--- config.mk ---
export PLATFORM = sky130hd
export DESIGN_NAME = sid_reg_writer
export DESIGN_NICKNAME = d
export VERILOG_FILES = /design/src/rtl/sid_reg_writer.sv
export SDC_FILE = /design/constraint.sdc
export NUM_CORES = 1
export LEC_CHECK = 0
export ABC_AREA = 1
export BUFFER_PORTS_ARGS = -buffer_cell sky130_fd_sc_hd__buf_2
export CORE_AREA = 2 2 201 203
export CTS_BUF_LIST = sky130_fd_sc_hd__clkbuf_4 sky130_fd_sc_hd__clkbuf_8 sky130_fd_sc_hd__clkbuf_16
export DETAILED_ROUTE_END_ITERATION = 10
export DIE_AREA = 0 0 203 205
export PLACE_DENSITY = 0.7
export SETUP_SLACK_MARGIN = 0.2
export SLEW_MARGIN = 20
export SYNTH_ARGS = -nofsm -noshare
export SYNTH_HDL_FRONTEND = slang
export SYNTH_SLANG_ARGS = --single-unit
export TNS_END_PERCENT = 1
--- constraint.sdc ---
create_clock -name clk -period 3.15 [get_ports clk]
set_input_delay 0.63 -clock clk [delete_from_list [all_inputs] [get_ports clk]]
set_output_delay 0.63 -clock clk [all_outputs]
set_load 0.02 [all_outputs]
--- src/rtl/sid_reg_writer.sv ---
// Replays timed {addr, data, delay} commands as single-cycle SID register write strobes.
// Latency: a push reaches the holding register two clk later; the strobe follows the (delay+1)th clkEn tick by one clk.
// Backpressure: oReady drops when the command FIFO holds DEPTH entries or while iFlush is asserted.
module sid_reg_writer #(
    parameter int DEPTH   = 16,
    parameter int DELAY_W = 16
) (
    input  logic                     clk,
    input  logic                     iRstN,
    input  logic                     clkEn,
    input  logic                     iValid,
    output logic                     oReady,
    input  logic [4:0]               iAddr,
    input  logic [7:0]               iData,
    input  logic [DELAY_W-1:0]       iDelay,
    input  logic                     iFlush,
    output logic                     oWE,
    output logic [4:0]               oAddr,
    output logic [7:0]               oData,
    output logic                     oBusy,
    output logic [$clog2(DEPTH):0]   oCount
);

    localparam int AW = $clog2(DEPTH);
    localparam logic [AW:0]        PTR_ONE = (AW+1)'(1);
    localparam logic [DELAY_W-1:0] CNT_ONE = DELAY_W'(1);

    typedef struct packed {
        logic [4:0]         addr;
        logic [7:0]         data;
        logic [DELAY_W-1:0] delay;
    } cmd_t;

    typedef enum logic [1:0] {
        IDLE  = 2'd0,
        WAIT  = 2'd1,
        ISSUE = 2'd2
    } state_t;

    cmd_t   fifoMem [DEPTH];
    cmd_t   pushCmd;
    cmd_t   hold;
    logic [AW:0] wrPtr;
    logic [AW:0] rdPtr;
    state_t state;
    state_t stateNext;
    logic   fifoEmpty;
    logic   fifoFull;
    logic   doPush;
    logic   doPop;
    logic   decCnt;

    // The extra pointer MSB separates a full FIFO from an empty one when the index bits match.
    assign fifoEmpty = (wrPtr == rdPtr);
    assign fifoFull  = (wrPtr[AW] != rdPtr[AW]) && (wrPtr[AW-1:0] == rdPtr[AW-1:0]);
    assign oReady    = !fifoFull && !iFlush;
    assign doPush    = iValid && oReady;
    assign oCount    = wrPtr - rdPtr;
    assign oBusy     = (state != IDLE) || !fifoEmpty;
    assign pushCmd   = {iAddr, iData, iDelay};

    // Command storage; contents need no reset because the pointers define validity.
    always_ff @(posedge clk) begin
        if (doPush) begin
            fifoMem[wrPtr[AW-1:0]] <= pushCmd;
        end
    end

    // FIFO pointers; flush overrides any push or pop in the same cycle.
    always_ff @(posedge clk) begin
        if (!iRstN || iFlush) begin
            wrPtr <= '0;
            rdPtr <= '0;
        end else begin
            if (doPush) begin
                wrPtr <= wrPtr + PTR_ONE;
            end
            if (doPop) begin
                rdPtr <= rdPtr + PTR_ONE;
            end
        end
    end

    // State register.
    always_ff @(posedge clk) begin
        if (!iRstN) begin
            state <= IDLE;
        end else begin
            state <= stateNext;
        end
    end

    // Next-state: IDLE ignores clkEn, WAIT counts ticks, ISSUE lasts one clk and may chain straight into WAIT.
    always_comb begin
        stateNext = state;
        case (state)
            IDLE: begin
                if (!iFlush && !fifoEmpty) begin
                    stateNext = WAIT;
                end
            end
            WAIT: begin
                if (iFlush) begin
                    stateNext = IDLE;
                end else if (clkEn && (hold.delay == '0)) begin
                    stateNext = ISSUE;
                end
            end
            ISSUE: begin
                if (!iFlush && !fifoEmpty) begin
                    stateNext = WAIT;
                end else begin
                    stateNext = IDLE;
                end
            end
            default: stateNext = IDLE;
        endcase
    end

    // FSM control outputs: when to pop the FIFO head and when to count down the delay.
    always_comb begin
        doPop  = 1'b0;
        decCnt = 1'b0;
        case (state)
            IDLE:    doPop  = !iFlush && !fifoEmpty;
            WAIT:    decCnt = !iFlush && clkEn && (hold.delay != '0);
            ISSUE:   doPop  = !iFlush && !fifoEmpty;
            default: begin
                doPop  = 1'b0;
                decCnt = 1'b0;
            end
        endcase
    end

    // Holding register; the counter stops at zero so it can never wrap.
    always_ff @(posedge clk) begin
        if (!iRstN) begin
            hold <= '0;
        end else if (doPop) begin
            hold <= fifoMem[rdPtr[AW-1:0]];
        end else if (decCnt) begin
            hold.delay <= hold.delay - CNT_ONE;
        end
    end

    // Registered bus outputs; address/data only change on entry to ISSUE.
    always_ff @(posedge clk) begin
        if (!iRstN) begin
            oWE   <= 1'b0;
            oAddr <= '0;
            oData <= '0;
        end else begin
            oWE <= (stateNext == ISSUE);
            if (stateNext == ISSUE) begin
                oAddr <= hold.addr;
                oData <= hold.data;
            end
        end
    end

endmodule

==> out/metrics.csv <==
metric,value,unit
outcome,"complete, no violations",
max cap viols,0,
cell accounting for the most synthesized area,edfxtp_1,
Routed Wire Length,49.5,mm
Post-Syn Area,21500,sq um
# diodes,0,
clock root cell,clkbuf_16,
fraction of final layout cells sized beyond drive strength 1,10.2,%
H-tree levels,2,
Seq pwr share,53.7,%
post-synthesis sequential area ratio,70.2,%
hold buffer count at CTS,0,
"most common cell after layout, fill and taps aside",edfxtp_1,
CP Data Required Time,2520,ps
Worst-path clk slew,70,ps
synthesis-stage register bit count,523,
core area,39400,sq um
"Hold Vio Cnt, Final",0,
Crit. End Element,output port,
Clk pwr share,39.2,%
Finish-stage setup viols,0,
leak pwr,8.55,nW
clock sink total,523,
Net Switching,3.18,mW
CTS Buf Count,50,
skew final,23.4,ps
area post-placement,22400,sq um
Reg2Reg Setup Slack,490,ps
Synth Net Count,1944,
DRC,0,
Post-CTS Setup Inserts,0,
Pwr Density,595,nW/um^2
post-synth top area share,64.7,%
Finished Core Util,60.8,%
global placer's final weighted congestion,0.846,
hpwl dp,28.1,mm
Peak VDD IR,0.000390,V
Antenna Violating Nets Remaining,0,
Ys Warns,0,
critical path arrival,2170,ps
total gr overflow,0,
Routed WL per cell,19.8,um
Max Fanout on Critical Path,5,
"Area growth, synth to finish",11.1,%
first-pass GRT wire length,76.6,mm
Clock Latency Late Sink,570,ps
minimum clock period,2800,ps
Yosys cell types,37,
crit share post-route,88.8,%
fin nets,1979,
Slew Limit Fails,0,
most frequent cells in the layout,"edfxtp_1 (464), nor2_1 (311), nand2_1 (268), o21ai_0 (179), nand3_1 (177)",
Syn Inst Count,1898,
DIE HEIGHT,205,um
Combinational Power Share,7.1,%
Worst Setup Start Kind,register,
via count,14100,
row cnt,73,
Die W,203,um
internal power,11.1,mW
fmax,357,MHz
die area,41600,sq um
Initial Util,54.7,%
number of global-route vias before repair,13400,
Slew @ Worst Pin,1030,ps
ranking of synthesized cells by area,"edfxtp_1 (65%), nor2_1 (5.7%), dfxtp_1 (5.5%)",
Synth Area per Inst,11.3,sq um
Hold Path Class,input pin to register,
CTS Buffer Depth,3,
sw frac,22.3,%
Port Buffers,54,
antenna violations before repair,0,
CTS tree,yes,
largest net degree at the start of global routing,169,
initial detailed-routing violation count,1513,
IO Pins,55,
vias per cell,5.63,
Max-slew headroom,31.2,%
Total GRT Usage,24.1,%
RSZ-0062 raised after global routing,no,
fin area,23900,sq um
WS Path Type,register to output port,
Pre-antenna DRT Iters,6,
-- registers in the layout, indices dropped and copies added, names as in the netlist, named ones only --
signal and count:
oData 8, hold 29, wrPtr 5, state 2, fifoMem 464, oAddr 5
oWE 1, rdPtr 5
-- power groups by stage --
stage / sequential [mW] / clock [mW] / combinational [mW]
detailed placement: 7.80 / 0 / 0.996
CTS: 7.65 / 5.68 / 1.00
floorplan: 7.79 / 0 / 0.693
global placement: 7.79 / 0 / 0.983
global route: 7.65 / 5.94 / 1.14
finish: 7.65 / 5.59 / 1.01
-- worst paths after layout --
kind / cells past startpoint / end / from
max: 6 / oCount[4] / wrPtr[0]
min: 3 / oWE / clkEn
max reg2reg: 9 / fifoMem[3][14] / wrPtr[2]
min reg2reg: 2 / oData[0] / hold[16]
-- per-stage QoR --
step | total power, mW | setup TNS [ps] | hold WS [ps] | setup slack (ps) | instances
after global placement | 8.78 | 0 | 461 | 645 | 2406
after global routing | 14.7 | 0 | 405 | 233 | 2497
after floorplan | 8.48 | -23270 | 440 | -267 | 1898
after CTS | 14.3 | 0 | 374 | 225 | 2497
final | 14.2 | 0 | 387 | 352 | 2497
after detailed placement | 8.79 | 0 | 470 | 538 | 2406
-- cell usage after synthesis, drive strengths merged --
library cell and number:
xor2 7, xnor2 2, and3 2, o22ai 3
dfxtp 59, ha 11, nor3 6, a211oi 14
clkinv 2, or2 1, nor4 1, o211ai 68
o21ai 197, nand2 270, fa 1, a21oi 42
nand4 3, inv 131, clkbuf 44, nand3 179
nor3b 2, edfxtp 464, buf 61, nor2 328
-- metal layers --
metal	up-vias	share of wire, %	global-route usage, %
met3	51	8.9	5.00
met5	-	0	0
met1	6753	44	35.0
met4	0	1.8	6.07
met2	579	45	37.5
li1	6683	-	-
-- logic make-up (layout without fill, tap and decap cells) --
logic type	Yosys count	count (layout)	synth area share, %
and+or+nand+nor	792	792	15.1
DFF	523	523	70.2
AOI/OAI and AO/OA	324	324	8.66
buffers and inverters	238	312	4.93
adders and majority gates	12	12	0.732
xor gates and xnor gates	9	9	0.366
-- critical path, cell delays in order, from the launching register on --
cell and delay (ps):
dfxtp_2 360, inv_1 100, ha_1 240, fa_1 410, o21ai_1 180, xor2_1 140, buf_2 180
-- cell type report --
class | instances | area (sq um)
Sequential cell | 523 | 15100
Multi-Input combinational cell | 1137 | 5470
Timing Repair Buffer | 88 | 651
Fill cell | 3031 | 15400
Clock buffer | 64 | 1380
Clock inverter | 27 | 141
Tap cell | 525 | 657
Inverter | 133 | 505
-- what timing repair did --
item,in CTS,in global routing
gates resized for setup,0,2
hold endpoints to repair,0,0
setup endpoints to repair,0,1
Power figures use the tool's default switching activity.
